$ cat src/rtl/muldiv_pkg.sv
// Shared types for the iterative signed multiply/divide unit.
package muldiv_pkg;

   localparam int ITER = 32;

   typedef enum logic [1:0] {
      IDLE = 2'd0,
      MUL  = 2'd1,
      DIV  = 2'd2,
      FIN  = 2'd3
   } state_t;

   typedef logic [5:0] cnt_t;

endpackage

$ cat src/rtl/muldiv_div_step.sv
// One restoring shift-subtract step on unsigned remainder/quotient magnitudes.
module muldiv_div_step #(
   parameter int WIDTH = 32
) (
   input  logic [WIDTH-1:0] i_rem,
   input  logic [WIDTH-1:0] i_quo,
   input  logic [WIDTH-1:0] i_dvs,
   output logic [WIDTH-1:0] o_rem,
   output logic [WIDTH-1:0] o_quo
);

   logic [WIDTH:0] w_shift;
   logic [WIDTH:0] w_diff;

   // Remainder stays below the divisor, so the top bit of w_diff is a clean borrow flag.
   always_comb begin
      w_shift = {i_rem, i_quo[WIDTH-1]};
      w_diff  = w_shift - {1'b0, i_dvs};
      if (w_diff[WIDTH]) begin
         o_rem = w_shift[WIDTH-1:0];
         o_quo = {i_quo[WIDTH-2:0], 1'b0};
      end else begin
         o_rem = w_diff[WIDTH-1:0];
         o_quo = {i_quo[WIDTH-2:0], 1'b1};
      end
   end

endmodule

$ cat src/rtl/muldiv_unit.sv
// Shared iterative signed multiply (Booth radix-2) / divide (restoring) unit.
// Define MULDIV_FAST_ZERO_EN to short-circuit multiplies with a zero operand.
module muldiv_unit
   import muldiv_pkg::*;
#(
   parameter int WIDTH = 32
) (
   input  logic             clk,
   input  logic             rst,
   input  logic             mult_start,
   input  logic             div_start,
   input  logic [WIDTH-1:0] a,
   input  logic [WIDTH-1:0] b,
   output logic [WIDTH-1:0] hi,
   output logic [WIDTH-1:0] lo,
   output logic             mult_end,
   output logic             div_end,
   output logic             div_by_zero
);

   localparam logic [WIDTH-1:0] ZERO = {WIDTH{1'b0}};
   localparam logic [WIDTH-1:0] ONE  = {{(WIDTH-1){1'b0}}, 1'b1};
   localparam cnt_t             LAST = cnt_t'(ITER - 1);

   state_t           r_state, w_state;
   cnt_t             r_cnt, w_cnt;
   logic [WIDTH-1:0] r_acc, w_acc, r_q, w_q, r_m, w_m, r_hi, w_hi, r_lo, w_lo;
   logic             r_qm1, w_qm1, r_is_div, w_is_div, r_dz, w_dz;
   logic             r_neg_q, w_neg_q, r_neg_r, w_neg_r;
   logic             r_mult_end, w_mult_end, r_div_end, w_div_end, r_dbz, w_dbz;

   logic [WIDTH:0]   w_acc_ext, w_m_ext, w_sum;
   logic [WIDTH-1:0] w_a_mag, w_b_mag, w_div_rem, w_div_quo;

   // Booth add/subtract in WIDTH+1 bits so negating the most negative multiplicand cannot overflow.
   always_comb begin
      w_acc_ext = {r_acc[WIDTH-1], r_acc};
      w_m_ext   = {r_m[WIDTH-1], r_m};
      case ({r_q[0], r_qm1})
         2'b01:   w_sum = w_acc_ext + w_m_ext;
         2'b10:   w_sum = w_acc_ext - w_m_ext;
         default: w_sum = w_acc_ext;
      endcase
   end

   assign w_a_mag = a[WIDTH-1] ? (~a + ONE) : a;
   assign w_b_mag = b[WIDTH-1] ? (~b + ONE) : b;

   muldiv_div_step #(.WIDTH(WIDTH)) u_div_step (
      .i_rem (r_acc),
      .i_quo (r_q),
      .i_dvs (r_m),
      .o_rem (w_div_rem),
      .o_quo (w_div_quo)
   );

   // Next-state and next-register values for the whole datapath.
   always_comb begin
      w_state    = r_state;
      w_cnt      = r_cnt;
      w_acc      = r_acc;
      w_q        = r_q;
      w_qm1      = r_qm1;
      w_m        = r_m;
      w_is_div   = r_is_div;
      w_dz       = r_dz;
      w_neg_q    = r_neg_q;
      w_neg_r    = r_neg_r;
      w_hi       = r_hi;
      w_lo       = r_lo;
      w_mult_end = 1'b0;
      w_div_end  = 1'b0;
      w_dbz      = 1'b0;
      case (r_state)
         IDLE: begin
            if (mult_start) begin
               w_m      = a;
               w_q      = b;
               w_acc    = ZERO;
               w_qm1    = 1'b0;
               w_cnt    = 6'd0;
               w_is_div = 1'b0;
               w_dz     = 1'b0;
`ifdef MULDIV_FAST_ZERO_EN
               if ((a == ZERO) || (b == ZERO)) begin
                  w_q     = ZERO;
                  w_state = FIN;
               end else begin
                  w_state = MUL;
               end
`else
               w_state  = MUL;
`endif
            end else if (div_start) begin
               w_is_div = 1'b1;
               w_acc    = ZERO;
               w_q      = w_a_mag;
               w_m      = w_b_mag;
               w_neg_q  = a[WIDTH-1] ^ b[WIDTH-1];
               w_neg_r  = a[WIDTH-1];
               w_cnt    = 6'd0;
               if (b == ZERO) begin
                  w_dz    = 1'b1;
                  w_state = FIN;
               end else begin
                  w_dz    = 1'b0;
                  w_state = DIV;
               end
            end else begin
               w_state = IDLE;
            end
         end
         MUL: begin
            w_acc = w_sum[WIDTH:1];
            w_q   = {w_sum[0], r_q[WIDTH-1:1]};
            w_qm1 = r_q[0];
            w_cnt = r_cnt + 6'd1;
            if (r_cnt == LAST) begin
               w_state = FIN;
            end else begin
               w_state = MUL;
            end
         end
         DIV: begin
            w_acc = w_div_rem;
            w_q   = w_div_quo;
            w_cnt = r_cnt + 6'd1;
            if (r_cnt == LAST) begin
               w_state = FIN;
            end else begin
               w_state = DIV;
            end
         end
         FIN: begin
            w_state = IDLE;
            if (r_dz) begin
               w_div_end = 1'b1;
               w_dbz     = 1'b1;
            end else if (r_is_div) begin
               w_lo      = r_neg_q ? (~r_q + ONE) : r_q;
               w_hi      = r_neg_r ? (~r_acc + ONE) : r_acc;
               w_div_end = 1'b1;
            end else begin
               w_hi       = r_acc;
               w_lo       = r_q;
               w_mult_end = 1'b1;
            end
         end
         default: begin
            w_state = IDLE;
         end
      endcase
   end

   // State and datapath registers with synchronous reset.
   always_ff @(posedge clk) begin
      if (rst) begin
         r_state    <= IDLE;
         r_cnt      <= 6'd0;
         r_acc      <= ZERO;
         r_q        <= ZERO;
         r_qm1      <= 1'b0;
         r_m        <= ZERO;
         r_is_div   <= 1'b0;
         r_dz       <= 1'b0;
         r_neg_q    <= 1'b0;
         r_neg_r    <= 1'b0;
         r_hi       <= ZERO;
         r_lo       <= ZERO;
         r_mult_end <= 1'b0;
         r_div_end  <= 1'b0;
         r_dbz      <= 1'b0;
      end else begin
         r_state    <= w_state;
         r_cnt      <= w_cnt;
         r_acc      <= w_acc;
         r_q        <= w_q;
         r_qm1      <= w_qm1;
         r_m        <= w_m;
         r_is_div   <= w_is_div;
         r_dz       <= w_dz;
         r_neg_q    <= w_neg_q;
         r_neg_r    <= w_neg_r;
         r_hi       <= w_hi;
         r_lo       <= w_lo;
         r_mult_end <= w_mult_end;
         r_div_end  <= w_div_end;
         r_dbz      <= w_dbz;
      end
   end

   assign hi          = r_hi;
   assign lo          = r_lo;
   assign mult_end    = r_mult_end;
   assign div_end     = r_div_end;
   assign div_by_zero = r_dbz;

endmodule

$ cat config.mk
export PLATFORM = sky130hd
export DESIGN_NAME = muldiv_unit
export DESIGN_NICKNAME = d
export VERILOG_FILES = /design/src/rtl/muldiv_pkg.sv /design/src/rtl/muldiv_div_step.sv /design/src/rtl/muldiv_unit.sv
export SDC_FILE = /design/constraint.sdc
export NUM_CORES = 1
export LEC_CHECK = 0
export CORE_MARGIN = 3
export CORE_UTILIZATION = 50
export DETAILED_ROUTE_END_ITERATION = 10
export HOLD_SLACK_MARGIN = 0.03
export PLACE_DENSITY_LB_ADDON = 0.1
export RECOVER_POWER = 100
export SLEW_MARGIN = 10
export SYNTH_ARGS = -nofsm -noshare
export SYNTH_HDL_FRONTEND = slang
export SYNTH_SLANG_ARGS = --single-unit
$ cat constraint.sdc
create_clock -name clk -period 4.4 [get_ports clk]
set_input_delay 1.32 -clock clk [delete_from_list [all_inputs] [get_ports clk]]
set_output_delay 1.32 -clock clk [all_outputs]
set_load 0.005 [all_outputs]
# Word level (Yosys, flattened, before mapping)
# Cells that the tools add are included.
[op_classes]
add_sub_neg = 8
n_mul = 0
div = 0
n_lt_le_gt_ge = 0
n_eq_ne = 9
shift = 0
muxes = 37
bitwise = 8
reduce_logical = 16
[ops]
columns = ["op", "count"]
rows = [
  ["two-way mux 32 bit", 13],
  ["one-hot mux 32 bit (3 select lines)", 2],
  ["adder 32 x 1 -> 32 bit, second input constant", 4],
  ["inverter 32 bit", 4],
  ["one-hot mux 33 bit (2 select lines)", 1],
  ["adder 32 x 32 -> 33 bit", 1],
  ["subtractor 32 x 32 -> 33 bit", 1],
  ["subtractor 33 x 32 -> 33 bit", 1],
  ["zero test 32 bit", 1],
  ["two-way mux 1 bit", 13],
  ["two-way mux 6 bit", 2],
  ["one-hot mux 6 bit (2 select lines)", 1],
  ["AND reduction 2 bit", 5],
  ["one-hot mux 2 bit (4 select lines)", 1],
  ["adder 6 x 1 -> 6 bit, second input constant", 1],
  ["equality test 2 bit, second input constant", 3],
  ["equality test 6 x 5 -> 1 bit, second input constant", 1],
  ["two-way mux 2 bit", 3],
  ["AND reduction 3 bit", 2],
  ["nonzero test 2 bit", 3],
  ["equality test 2 x 1 -> 1 bit, second input constant", 2],
  ["OR reduction 2 bit", 2],
  ["!= test 3 x 1 -> 1 bit, second input constant", 1],
  ["!= test 3 bit, second input constant", 1],
  ["7 further kinds", 9],
]
[word_totals]
register_bits = 176
latchBits = 0
ram_bits = 0
romBits = 0
input_bits = 68
output_inout_bits = 67
elab_cells = 94
memories = 0

# Logic depth before layout (Yosys ltp)
[logic_depth]
depth_word = 6
depth_mapped = 21
mapped_depth_nobuf = 20

# Modules after synthesis
# A second synthesis with hierarchy kept.
[hier_totals]
hier_cells = 1997
area_unflattened_um2 = 15144.5
[by_module_without_submodules]
columns = ["module", "instances", "cells_each", "area_each_um2", "seq_area_each_um2"]
rows = [
  ["muldiv_unit", 1, 1661, 12553.3, 3523.4],
  ["muldiv_div_step", 1, 336, 2591.2, 0.0],
]

# Worst setup path before layout
# Ideal clock, no wire load.
[synth_timing]
kind = "reg-to-reg"
start = "reg r_m[2]"
end = "reg r_acc[31]"
setup_time_ps = 74
arrival_time_ps = 4016
t_required_ps = 4326
setup_slack_ps = 310
stages_incl_launch_ff = 21
n_path_buf = 0
synth_period_minus_slack_ps = 4090
cell_sequence = "dfxtp_1 or3_1 or3_1 nand2b_1 nor2b_1 and3_1 nand2_1 nor4_2 a21oi_1 xnor2_1 ha_1 a21o_1 a21o_1 a21oi_1 o21ai_0 a211oi_1 o2111ai_1 nand2_1 xnor2_1 o31a_1 a31oi_1"
[synth_between]
elab_chain_cells = 3
word_cells_on_any_way = 6
classes_between = "3 x add/sub; 3 x mux"
[synth_rtl]
columns = ["item", "line_no", "text"]
rows = [
  ["start, declared", "muldiv_unit.sv:27", "logic [WIDTH-1:0] r_acc, w_acc, r_q, w_q, r_m, w_m, r_hi, w_hi, r_lo, w_lo;"],
  ["start signal, assigned", "muldiv_unit.sv:179", "r_m <= w_m;"],
  ["subtractor 32 x 32 -> 33 bit, or another cell as far along", "muldiv_unit.sv:41", "2'b10: w_sum = w_acc_ext - w_m_ext;"],
  ["one-hot mux 33 bit (2 select lines) / two-way mux 32 bit (equally long branches)", "muldiv_unit.sv:39, muldiv_div_step.sv:19", ""],
  ["one-hot mux 32 bit (3 select lines) *", "muldiv_unit.sv:74", "case (r_state)"],
  ["end signal, assigned", "muldiv_unit.sv:176", "r_acc <= w_acc;"],
  ["end, declared", "muldiv_unit.sv:27", ""],
]
# Every way passes the cells marked *; elsewhere a longest branch is shown, timed or not.
# A chain may end at the register's enable or synchronous reset.

# Final worst setup path
[layout_timing]
start = "reg r_q[31]"
end = "reg r_acc[25]"
[layout_between]
elab_chain_cells = 3
[layout_rtl]
columns = ["item", "line_no", "text"]
rows = [
  ["start, declared", "muldiv_unit.sv:27", ""],
  ["start signal, assigned", "muldiv_unit.sv:177", "r_q <= w_q;"],
  ["subtractor 33 x 32 -> 33 bit", "muldiv_div_step.sv:18", "w_diff = w_shift - {1'b0, i_dvs};"],
  ["two-way mux 32 bit", "muldiv_div_step.sv:19", "if (w_diff[WIDTH]) begin"],
  ["one-hot mux 32 bit (3 select lines)", "muldiv_unit.sv:74", ""],
]
# Every way passes these cells.

==> reports/results.tsv <==
stage	metric	value	unit
outcome	status	finished, violations left	
outcome	failed_checks	max-capacitance violations, max-slew violations	
timing	fmax	230	MHz
setup_path	arrival	4.68	ns
timing	max_slew_margin	-99.9	%
clock_tree	h-tree-depth	4	
timing	hold_violations	0	
timing	setup_violations	0	
setup_path	path_class	reg2reg	
synth	synthFlopType	dfxtp_1	
timing	post-route-period-util	98.7	%
finish	postLayoutCellArea	0.0172	mm²
synth	synth.net_count	2094	
finish	final_nets	2188	
routing	vias	15086	
global_routing	first_global_vias	13798	
clock_tree	cts.sinks	176	
clock_tree	cts.path.max_buffers	2	
synth	ys_seq_area_share	24.0	%
finish	antenna_cells	0	
synth	yosys_warnings	0	
finish	fin_cells	2439	
worst_hold_path	hp-class	reg2reg	
floorplan	io_pins	135	
global_routing	grt_max_degree	149	
synth	async_flop_share	0	%
clock_tree	root_buffer	clkbuf_16	
setup_path	startpoint_type	flip-flop	
timing	min_period	4.34	ns
routing	firstDrtPassIters	7	
timing	worst_slew_pin_slew	2.99	ns
routing	ant_nets	0	
clock_tree	cts_tree	done	
synth	synth_area_leaders	dfxtp_1 (24%), xnor2_1 (7.6%), ha_1 (6.5%)	
synth	ys_seq_elements	176	
placed_design	hpwl	40200	µm
timing	fin_ws	0.0587	ns
routing	viasPerCell	6.19	
power_and_ir_drop	peakVddDrop	0.278	mV
placed_design	numPlacedInstances	2406	
finish	syn_to_final_growth	17.4	%
setup_path	ff2ff_setup_slack	0.06	ns
clock_tree	cts_hold_buf	0	
routing	drc_errors	0	
routing	wire_per_inst	21.3	µm
global_routing	overflow	0	
floorplan	die_w	177	µm
clock_tree	clock_latency	0.47	ns
synth	synth_area_per_cell	7.54	µm²
timing	finalMaxSlewViolations	90	
power_and_ir_drop	p_leak	0.00654	µW
floorplan	start_util	50.9	%
routing	wirelength	52000	µm
finish	final_cell_mix	nand2_1 (198), dfxtp_1 (176), a21oi_1 (152), nor2_1 (148), o21ai_0 (141)	
synth	synth_largest_area_cell	dfxtp_1	
floorplan	row_count	62	
placed_design	post_dp_cell_area	0.0166	mm²
finish	layout_commonest_cell	nand2_1	
setup_path	critical_path.max_fanout	26	
synth	synth_area	0.0147	mm²
run	max_cap_violations	2	
placed_design	gp_congestion	1.04	
routing	drt_iter0_markers	1341	
synth	synth_cells	1948	
global_routing	antenna_found_initial	0	
setup_path	endpoint_kind	flip-flop	
synth	ys_types	87	
clock_tree	numCtsBuffers	17	
global_routing	grt_pass1_wl	79900	µm
placed_design	port_buffers	134	
floorplan	die_h	177	µm
power_and_ir_drop	p_per_area	311	mW/mm²
setup_path	required	4.74	ns
placed_design	dp_slack	-0.0610	ns
floorplan	die_area	0.0315	mm²
global_routing	grt_usage	32.8	%
clock_tree	clk_pin_slew	0.08	ns
floorplan	core	0.0289	mm²
timing	fin_skew	0.0176	ns
timing	tns	0	ns
synth	synth.top_cell.area_share	24.0	%
finish	drive_gt1_share	7.83	%
synth	synth-edff-count	0	
timing	rsz0062_at_grt	true	
-- Yosys cell counts, types with 8 or more instances --
| cell type | count |
|---|---|
| o31ai_1 | 28 |
| a211o_1 | 17 |
| inv_1 | 71 |
| a211oi_1 | 68 |
| nor3_1 | 39 |
| nand4_1 | 17 |
| a221oi_1 | 35 |
| a21oi_1 | 153 |
| xor2_1 | 70 |
| o21ai_0 | 144 |
| or3_1 | 19 |
| nor2b_1 | 14 |
| buf_1 | 10 |
| and3_1 | 16 |
| nand3_1 | 26 |
| ha_1 | 76 |
| a21o_1 | 34 |
| dfxtp_1 | 176 |
| nor4_1 | 15 |
| clkbuf_1 | 127 |
| nand2_1 | 199 |
| nor2_1 | 150 |
| xnor2_1 | 127 |
| o21a_1 | 8 |
| nand2b_1 | 20 |
| or4_1 | 8 |
| o41ai_1 | 15 |
| o22ai_1 | 13 |
| o211ai_1 | 24 |
| a22oi_1 | 23 |
| mux2i_1 | 49 |
| a31oi_1 | 33 |
| a311oi_1 | 14 |
-- registers in the layout (all words and copies together), names as in the netlist --
name,flops
r_state,2
div_end,1
r_neg_q,1
mult_end,1
r_cnt,6
r_is_div,1
r_q,32
r_qm1,1
hi,32
div_by_zero,1
r_acc,32
lo,32
r_neg_r,1
r_m,32
r_dz,1
-- where the power goes --
| part | switching [µW] | total [µW] | leakage, µW | internal (µW) |
|---|---|---|---|---|
| Clock | 768 | 1590 | 0.000288 | 826 |
| Sequential | 159 | 1850 | 0.00144 | 1690 |
| Combinational | 1130 | 1910 | 0.00481 | 777 |
-- logic make-up (layout without fill, tap and decap cells) --
kind of cell	after synthesis	count (layout)	synth area share, %
flip-flops	176	176	24.0
adder cells (fa/ha/maj)	78	78	6.75
AND/OR/NAND/NOR	559	559	17.9
AO/OA/AOI/OAI	669	669	30.4
XOR/XNOR	197	197	11.8
multiplexers	50	50	3.42
buffers and inverters	219	326	5.75
-- routing by layer --
metal	track usage, %	wire length [µm]
met1	45.3	23100
met2	50.7	23100
met3	4.81	3540
met4	14.3	2320
met5	0	0
-- through the flow --
step | hold WS [ns] | power, µW | util, %
2_1_floorplan | 0.453 | 3130 | -
3_3_place_gp | 0.457 | 3740 | 57.6
3_5_place_dp | 0.461 | 3760 | 57.6
4_1_cts | 0.471 | 5340 | 59.8
5_1_grt | 0.490 | 5620 | 59.7
6_report | 0.472 | 5350 | 59.7
-- path summary, 6_finish.rpt --
path,start,end,cells after the start
worst max-delay path,r_q[31]$_SDFFE_PP0P_,r_acc[25]$_SDFFE_PP0P_,15
worst max register to register,r_q[31]$_SDFFE_PP0P_,r_acc[25]$_SDFFE_PP0P_,15
worst min register to register,lo[0]$_SDFFE_PP0P_,lo[0]$_SDFFE_PP0P_,2
worst min-delay path,lo[0]$_SDFFE_PP0P_,lo[0]$_SDFFE_PP0P_,2
-- what timing repair did --
item,4_1_cts,5_1_grt
resized for setup,2,20
buffers inserted,0,1
endpoints found under the hold margin,0,0
gates cloned,0,0
pin swaps,0,10
setup endpoints to repair,2,10
-- critical path: stages (launching register included) --
cell	delay, ns
dfxtp_1	0.34
inv_1	0.13
ha_1	0.30
inv_1	0.09
fa_1	0.23
a211oi_1	0.09
o21ai_1	0.34
a211oi_1	0.15
o41ai_1	0.87
a31o_4	0.31
o2111a_2	0.30
nor3_4	0.07
nor2_4	0.29
buf_12	0.27
mux2i_1	0.31
a211oi_1	0.10
-- layout make-up --
class	count	area, µm²
Fill cell	2785	11600
Multi-Input combinational cell	1553	10300
Sequential cell	176	3520
Timing Repair Buffer	221	2000
Tap cell	384	480
Clock buffer	18	439
Inverter	73	274
Clock inverter	14	175
No activity file was read; power rests on OpenSTA's default activity.
